===== config.mk =====
export PLATFORM = sky130hd
export DESIGN_NAME = blink_code_scheduler
export DESIGN_NICKNAME = d
export VERILOG_FILES = /design/src/rtl/blink_code_scheduler.sv
export SDC_FILE = /design/constraint.sdc
export NUM_CORES = 1
export LEC_CHECK = 0
export BUFFER_PORTS_ARGS = -buffer_cell sky130_fd_sc_hd__buf_2
export CAP_MARGIN = 20
export CORE_UTILIZATION = 39
export DETAILED_ROUTE_END_ITERATION = 16
export GPL_ROUTABILITY_DRIVEN = 0
export GPL_TIMING_DRIVEN = 0
export PLACE_DENSITY_LB_ADDON = 0.08
export SLEW_MARGIN = 20
export SYNTH_ARGS = -nofsm -noshare
export SYNTH_HDL_FRONTEND = slang
export SYNTH_SLANG_ARGS = --single-unit

===== constraint.sdc =====
create_clock -name clk -period 3.2 [get_ports clk]
set_input_delay 0.64 -clock clk [delete_from_list [all_inputs] [get_ports clk]]
set_output_delay 0.64 -clock clk [all_outputs]
set_load 0.03 [all_outputs]

===== src/rtl/blink_code_scheduler.sv =====
// blink_code_scheduler: round-robin shared-LED blink-code sequencer with internal tick prescaler.
// Optional abort input/aborted output when BLINK_SCHED_ABORT_EN is defined.
module blink_code_scheduler #(
   parameter int N         = 499999,
   parameter int CH        = 4,
   parameter int CNT_W     = 4,
   parameter int ON_TICKS  = 40,
   parameter int OFF_TICKS = 40,
   parameter int GAP_TICKS = 120
) (
   input  logic                  clk,
   input  logic                  reset,
`ifdef BLINK_SCHED_ABORT_EN
   input  logic                  abort,
`endif
   input  logic [CH-1:0]         req,
   input  logic [CH*CNT_W-1:0]   count,
   output logic [CH-1:0]         ack,
   output logic                  busy,
   output logic [$clog2(CH)-1:0] grant_id,
   output logic                  done,
`ifdef BLINK_SCHED_ABORT_EN
   output logic                  aborted,
`endif
   output logic                  led
);
   localparam int GW = $clog2(CH);
   localparam int PW = (N > 0) ? $clog2(N + 1) : 1;
   localparam int MT = (ON_TICKS > OFF_TICKS) ? ((ON_TICKS > GAP_TICKS) ? ON_TICKS : GAP_TICKS)
                                              : ((OFF_TICKS > GAP_TICKS) ? OFF_TICKS : GAP_TICKS);
   localparam int TW = (MT > 1) ? $clog2(MT) : 1;
   localparam logic [1:0] S_IDLE = 2'd0;
   localparam logic [1:0] S_ON   = 2'd1;
   localparam logic [1:0] S_OFF  = 2'd2;
   localparam logic [1:0] S_GAP  = 2'd3;
   logic [1:0]       state_q, state_d;
   logic [PW-1:0]    pre_q, pre_d;
   logic [TW-1:0]    ph_q, ph_d, ph_lim;
   logic [CNT_W-1:0] rem_q, rem_d, sel_cnt;
   logic [GW-1:0]    last_q, last_d, gid_q, gid_d, sel;
   logic [CH-1:0]    ack_q, ack_d;
   logic             busy_q, busy_d, done_q, done_d, led_q, led_d;
   logic             found, tick, ph_end;
   int               idx;
`ifdef BLINK_SCHED_ABORT_EN
   logic             aborted_q, aborted_d;
   assign aborted = aborted_q;
`endif
   assign ack      = ack_q;
   assign busy     = busy_q;
   assign grant_id = gid_q;
   assign done     = done_q;
   assign led      = led_q;
   assign tick     = pre_q == PW'(N);
   // Round-robin search starting just above the last granted channel.
   always_comb begin
      found   = 1'b0;
      sel     = '0;
      sel_cnt = '0;
      idx     = 0;
      for (int k = 1; k <= CH; k++) begin
         idx = int'(last_q) + k;
         if (idx >= CH) idx = idx - CH;
         if (!found && req[idx]) begin
            found   = 1'b1;
            sel     = GW'(idx);
            sel_cnt = count[idx*CNT_W +: CNT_W];
         end
      end
   end
   always_comb begin
      state_d = state_q;
      pre_d   = tick ? '0 : pre_q + 1'b1;
      ph_d    = ph_q;
      rem_d   = rem_q;
      last_d  = last_q;
      gid_d   = gid_q;
      ack_d   = '0;
      done_d  = 1'b0;
`ifdef BLINK_SCHED_ABORT_EN
      aborted_d = 1'b0;
`endif
      ph_lim  = state_q == S_ON  ? TW'(ON_TICKS - 1)
              : state_q == S_OFF ? TW'(OFF_TICKS - 1) : TW'(GAP_TICKS - 1);
      ph_end  = tick && ph_q == ph_lim;
      if (state_q == S_IDLE) begin
         if (found) begin
            pre_d      = '0;
            ph_d       = '0;
            rem_d      = sel_cnt;
            last_d     = sel;
            gid_d      = sel;
            ack_d[sel] = 1'b1;
            state_d    = sel_cnt != '0 ? S_ON : S_IDLE;
            done_d     = sel_cnt == '0;
         end
      end
`ifdef BLINK_SCHED_ABORT_EN
      else if (abort) begin
         state_d   = S_IDLE;
         aborted_d = 1'b1;
      end
`endif
      else if (tick) begin
         ph_d = ph_end ? '0 : ph_q + 1'b1;
         if (ph_end) begin
            rem_d   = state_q == S_ON ? rem_q - 1'b1 : rem_q;
            state_d = state_q == S_ON  ? S_OFF
                    : state_q == S_OFF ? (rem_q != '0 ? S_ON : S_GAP) : S_IDLE;
            done_d  = state_q == S_GAP;
         end
      end
      busy_d = state_d != S_IDLE;
      led_d  = state_d == S_ON;
   end
   always_ff @(posedge clk) begin
      if (reset) begin
         state_q <= S_IDLE;
         pre_q   <= '0;
         ph_q    <= '0;
         rem_q   <= '0;
         last_q  <= GW'(CH - 1);
         gid_q   <= '0;
         ack_q   <= '0;
         busy_q  <= 1'b0;
         done_q  <= 1'b0;
         led_q   <= 1'b0;
`ifdef BLINK_SCHED_ABORT_EN
         aborted_q <= 1'b0;
`endif
      end else begin
         state_q <= state_d;
         pre_q   <= pre_d;
         ph_q    <= ph_d;
         rem_q   <= rem_d;
         last_q  <= last_d;
         gid_q   <= gid_d;
         ack_q   <= ack_d;
         busy_q  <= busy_d;
         done_q  <= done_d;
         led_q   <= led_d;
`ifdef BLINK_SCHED_ABORT_EN
         aborted_q <= aborted_d;
`endif
      end
   end
endmodule


## Word level (Yosys, flattened, before mapping)

Cells that the tools add are included.

- Register bits: 43
- Logic and storage cells: 120
- Bits of input ports: 22
- Output and inout port bits: 9

- Equality and inequality tests: 7
- Add/sub/neg operators: 11
- Multiplexer cells: 56
- Bitwise operators: 2
- Magnitude comparators: 10
- Shift operators: 4
- Reduce and logical (&&, ||, !) cells: 20

Operators by type and width:

| operator | number |
|---|---|
| $lt 32x4->1 const B | 4 |
| $mux 32 | 4 |
| $shiftx 16x32->4 | 4 |
| $mux 19 | 3 |
| $mux 7 | 6 |
| $mux 4 | 9 |
| $mux 2 | 11 |
| $add 19x1->19 const B | 1 |
| $eq 19x19->1 const B | 1 |
| $mux 1 | 18 |
| $sub 3x3->4 const B | 3 |
| $ge 3x3->1 const B | 3 |
| $bmux 1 s2 | 4 |
| $reduce_bool 2->1 | 4 |
| $reduce_bool 4->1 | 2 |
| $add 7x1->7 const B | 1 |
| $eq 7x7->1 | 1 |
| $add 2x2->3 const B | 2 |
| $logic_and 1x1->1 | 5 |
| $sub 4x3->5 const B | 1 |
| $add 2x3->4 const B | 1 |
| $eq 2x1->1 const B | 2 |
| $eq 2x2->1 const B | 2 |
| $ge 4x3->1 const B | 1 |
| other kinds (13) | 17 |

## Longest topological paths before layout

- Depth after elaboration: 21
- Mapped depth: 11
- Depth with buffers taken out: 8

## Worst setup path before layout

Ideal clock, no wire load.

- Path type: reg-to-reg
- Start point: register last_q[0]
- End point: register done_q, in the netlist done
- Cell stages (with the launch flop): 11
- Buffers on the path: 2
- Slack: 0.527 ns
- Arrival time: 2.556 ns
- Setup time: 0.117 ns
- Required time: 3.083 ns
- Period minus slack after synthesis: 2.673 ns
- Cells stage by stage: dfxtp_1 -> buf_4 -> inv_1 -> ha_1 -> buf_2 -> inv_1 -> mux4_2 -> nor3b_1 -> a211oi_1 -> nor4b_4 -> a32o_1

- Cells in the longest elaborated chain, start to end: 19
- Elaborated cells between the ends (all ways): 49
- Those cells by class: add/sub: 8; order compare: 4; shift: 4; mux: 26; reduce/logical: 7

Ends and longest elaborated chain:

| element | RTL line | text |
|---|---|---|
| start: declaration | 40 | `logic [GW-1:0] last_q, last_d, gid_q, gid_d, sel;` |
| start signal: assignment | 122 | `last_q <= GW'(CH - 1);` |
| start signal: assignment | 136 | `last_q <= last_d;` |
| $add 2x1->3 | 62 | `idx = int'(last_q) + k;` |
| $sub 3x3->4 or $ge 3x3->1 (tied branches) | 63 | `if (idx >= CH) idx = idx - CH;` |
| $mux 32 | 63 |  |
| $bmux 1 s2 | 64 | `if (!found && req[idx]) begin` |
| $mux 1 (not written as such) (2 in a row) | 64 |  |
| $mux 1 | 64 |  |
| $logic_not 1->1 | 64 |  |
| $logic_and 1x1->1 | 64 |  |
| [... 2 more ...] | n/a |  |
| $logic_and 1x1->1 | 64 |  |
| $mux 1 | 64 |  |
| $logic_not 1->1 | 64 |  |
| $logic_and 1x1->1 | 64 |  |
| $mux 4 | 64 |  |
| $logic_not 4->1 | 95 | `done_d = sel_cnt == '0;` |
| $mux 1 (*) | 87 | `if (found) begin` |
| $mux 1 (*) | 86 | `if (state_q == S_IDLE) begin` |
| end signal: assignment | 140 | `done_q <= done_d;` |
| end: declaration | 42 | `logic busy_q, busy_d, done_q, done_d, led_q, led_d;` |

Mark *: on every way between the ends. The rest lies on a longest branch, timed or not. The select of a mux whose other input is x is not followed.
A chain may end at the register's enable or synchronous reset.

## Worst setup path in the final report

- Start point: register last_q[0]
- End point: register led_q, in the netlist led

- Cells in the longest elaborated chain, start to end: 21
- Elaborated cells between the ends (all ways): 51
- Those cells by class: add/sub: 8; order compare: 4; eq/ne: 1; shift: 4; mux: 27; reduce/logical: 7

Ends and longest elaborated chain:

| element | RTL line | text |
|---|---|---|
| $add 2x1->3 | 62 |  |
| $sub 3x3->4 or $ge 3x3->1 (tied branches) | 63 |  |
| $mux 32 | 63 |  |
| $bmux 1 s2 | 64 |  |
| $mux 1 (not written as such) (2 in a row) | 64 |  |
| $mux 1 | 64 |  |
| $logic_not 1->1 | 64 |  |
| $logic_and 1x1->1 | 64 |  |
| [... 4 more ...] | n/a |  |
| $logic_not 1->1 | 64 |  |
| $logic_and 1x1->1 | 64 |  |
| $mux 4 | 64 |  |
| $reduce_bool 4->1 | 94 | `state_d = sel_cnt != '0 ? S_ON : S_IDLE;` |
| $mux 1 | 94 |  |
| $mux 2 (*) | 87 |  |
| $mux 2 (*) | 86 |  |
| $eq 2x1->1 (*) | 114 | `led_d = state_d == S_ON;` |
| end signal: assignment | 141 | `led_q <= led_d;` |
| end: declaration | 42 |  |

Marks and branches as above.

==> results.md <==
- The flow ran to the end, and the final reports show no timing, DRC or antenna violations.
- nor2_1 is the most common cell in the netlist.
- The number of buffers added for setup after CTS is 0.
- The slack of the worst reg-to-reg path is 0.22 ns.
- The final max-slew violation count is 0.
- Entering global routing, the biggest net connects 14 pins.
- The die outline height is 88.7 µm.
- The final non-filler cell total is between 400 and 500.
- The H-tree level count is 2.
- After detailed routing, the number of vias per cell comes to 5.38.
- The number of antenna violations at the first check in global routing is 0.
- Setup repair after global routing left no endpoint under its margin.
- The total non-filler cell area in the finished layout is about 3300 µm².
- Data arrives at the worst endpoint at 3.18 ns.
- Once detail routing completed, the nets flagged for antenna violations numbered 0.
- The root buffer cell chosen for the clock tree is clkbuf_8.
- The async set or reset register ratio after synthesis is 0%.
- The smallest clock period supported by the final layout is computed as between 2 and 3 ns.
- Prior to clock tree synthesis, the placed netlist has a worst setup slack of -0.0708 ns.
- The CTS tree is built.
- Across all setup checks in the final design, the least slack found is about 0.22 ns.
- On the final layout, the worst hold slack is between 0.4 and 0.5 ns.
- The core region is 7250 µm².
- The via count of the first global-routing pass came to roughly 2300.
- Clock-pin slew was measured on the worst setup and hold paths at 0.08 ns.
- Once detailed placement completed, the half-perimeter wirelength came to between 4 and 5 mm.
- The number of warnings issued by yosys is 0.
- The number of sinks driven by the clock tree is 43.
- Measured in cells, the most critical reg-to-reg path has a length of 10.
- Ranked by total cell area, the synthesized netlist is headed by dfxtp_1 (29%), mux4_2 (7.7%), nor2_1 (5.6%).
- The final hold violation count is 0.
- The floorplan has 31 rows.
- The type of destination of the critical path is a flop.
- The post-route DRC violation count is 0.
- The overall overflow remaining after global route is 0.
- Headroom to the max-slew limit came out at between 50% and 60%.
- The routed wire length per instance is 14.1 µm.
- The final cell utilization of the core is between 40% and 50%.
- The cts-stage hold buffer count is 0.
- Across all layers, the routed design uses 2508 vias.
- Of all nets on the critical path, the largest fanout is 10.
- In this run the horizontal extent of the chip is about 89 µm.
- The routed design has about 6.6 mm of wire.
- The max-capacitance violation count is 0.
- The final setup TNS is 0 ns.
- The maximum number of buffers from clock root to sink is 2.
- The cell type contributing the most total cell area after synthesis is dfxtp_1.
- Among all flip-flop cells after synthesis, the most frequent one is dfxtp_1.
- In this run the count of I/O pins placed on the die edge is 31.
- The number of enable flip-flop cells after synthesis is 0.
- The final number of setup-violating endpoints is 0.
- In the final design database the tool counted approximately 400 nets.
- The highest ir drop seen on vdd is between 0.2 and 0.25 mV.
- The synthesis-to-finish area growth is 13.1%.
- In this run, the number of DRC markers left after iteration 0 of detailed routing was approximately 130.
- The die covers 7870 µm².
- The period utilization is between 90% and 100%.
- Averaged over all synthesized cells, the footprint is approximately 8.9 µm².
- The cell depth of the worst min-delay path is 1.
- The path class of the tightest hold or removal check is reg2reg.
- The final total power is 2.59 mW.
- The post-synthesis instance total is around 330.
- The number of synthesized register bits is 43.
- During placement, the flow inserted port buffers numbering 30.
- Derived from the worst setup path, the maximum achievable clock frequency is about 340 MHz.
- At the pin with the least slew margin, the transition time is about 0.74 ns.
- The clock arrives with between 0.004 and 0.005 ns of skew.
- The number of clock buffers added by TritonCTS is 5.
- The post-route netlist has between 20 and 25% of its cells at a drive strength greater than 1.
- The first-pass iteration count of the detailed router is 4.
- The area of the mapped netlist is about 3000 µm².
- Ranked by instance count, the synthesized netlist is headed by nor2_1 (44), dfxtp_1 (43), nand2_1 (22).
- The clock latency at the later pin of the worst-skew pair is 0.29 ns.
- Sequential elements use 29.4% of the synthesized area.
- Data on the critical path is required at its endpoint by approximately 3.4 ns.
- The worst setup path is of the reg2reg kind.
- In this run, placement finished with an instance count of between 400 and 500.
- Global routing used between 10% and 20% of the available tracks.
- The synthesized net count is roughly 360.
- The global-route wire length before repair is about 11 mm.
- The total cell area at the placement stage is around 3200 µm².
- The worst setup path is launched from a flop.
- The top cell type's share of synthesized area is between 20% and 30%.
- Power spread over the standard cell area amounts to 782 nW/µm².
- The diode insertion count for antenna repair is 0.
- Summed over all cells, the static leakage comes to roughly 1.3 nW.
- After synthesis, the netlist uses 56 different library cells.
- Once the floorplan was initialized, standard cells occupied slightly above 40% of the core.
-- kinds of logic (layout without fill, tap and decap cells) --
family / after synthesis / in the layout / share of synthesized area [%]
flip-flops: 43 / 43 / 29.4
XOR/XNOR: 22 / 22 / 6.57
AO/OA/AOI/OAI: 58 / 58 / 15.2
AND/OR/NAND/NOR: 135 / 135 / 24.3
adder cells (fa/ha/maj): 13 / 13 / 5.55
multiplexers: 29 / 29 / 14.8
buffers and inverters: 29 / 67 / 4.31
-- what timing repair did --
item | in CTS | in global routing
endpoints found under the setup margin | 3 | 4
endpoints found under the hold margin | 0 | 0
resized for setup | 2 | 1
-- area by class of cell --
class,instances,area [µm²]
buffer,16,78.8
clock buffer,7,96.3
clock inverter,1,7.51
fill,767,3940
inverter,13,48.8
multi-input combinational,257,1950
sequential,43,862
tap,99,124
timing repair buffer,30,150
-- worst max-delay path, stage by stage (launching register included) --
cell and delay [ns]:
dfxtp_2 0.43, buf_4 0.23, inv_1 0.14, ha_1 0.30, buf_2 0.18, inv_1 0.11
mux4_2 0.57, nor3b_2 0.31, a211o_1 0.29, nor2_1 0.10, a211oi_1 0.22
-- path summary, 6_finish.rpt --
check / start / to
worst min register to register: pre_q[0] / pre_q[0]
worst max register to register: last_q[0] / led
worst max-delay path: last_q[0] / led
worst min-delay path: pre_q[0] / pre_q[0]
-- power breakdown --
group	switching (mW)	internal (mW)	total, mW
Sequential	0.0610	0.623	0.684
Clock	0.182	0.196	0.379
Combinational	0.887	0.644	1.53
-- flip-flops by register name (all words and copies together), names as in the netlist, 2 cells and up --
name / count
ack: 4
grant_id: 2
last_q: 2
ph_q: 7
pre_q: 19
rem_q: 4
state_q: 2
-- routing by layer --
metal	track usage, %	share of wire [%]	vias to the layer above
met4	3.23	0.61	0
met5	0	0	-
met1	26.2	53	1180
li1	-	-	1275
met3	3.08	3.8	5
met2	27.8	42	48
-- cell usage in the layout (no fill, tap or decap), drive strengths merged, types with 3 or more instances in the layout --
| cell type | synthesis | final |
|---|---|---|
| clkbuf | 7 | 14 |
| inv | 13 | 13 |
| nor2 | 44 | 44 |
| mux2 | 14 | 14 |
| o31ai | 3 | 3 |
| xor2 | 17 | 17 |
| a21oi | 6 | 6 |
| a22oi | 6 | 6 |
| nand4 | 9 | 9 |
| nand3 | 12 | 12 |
| xnor2 | 5 | 5 |
| dfxtp | 43 | 43 |
| o21ai | 12 | 12 |
| and3 | 4 | 4 |
| nor3 | 8 | 8 |
| buf | 9 | 39 |
| nand3b | 5 | 5 |
| or3 | 3 | 3 |
| ha | 13 | 13 |
| mux4 | 10 | 10 |
| o22ai | 3 | 3 |
| a211oi | 3 | 3 |
| o211ai | 4 | 4 |
| a31oi | 4 | 4 |
| nand2 | 23 | 23 |
| nor4 | 4 | 4 |
| nand2b | 7 | 7 |
| mux2i | 5 | 5 |
| o31a | 3 | 3 |
| and2 | 3 | 3 |
Power figures use the tool's default switching activity.
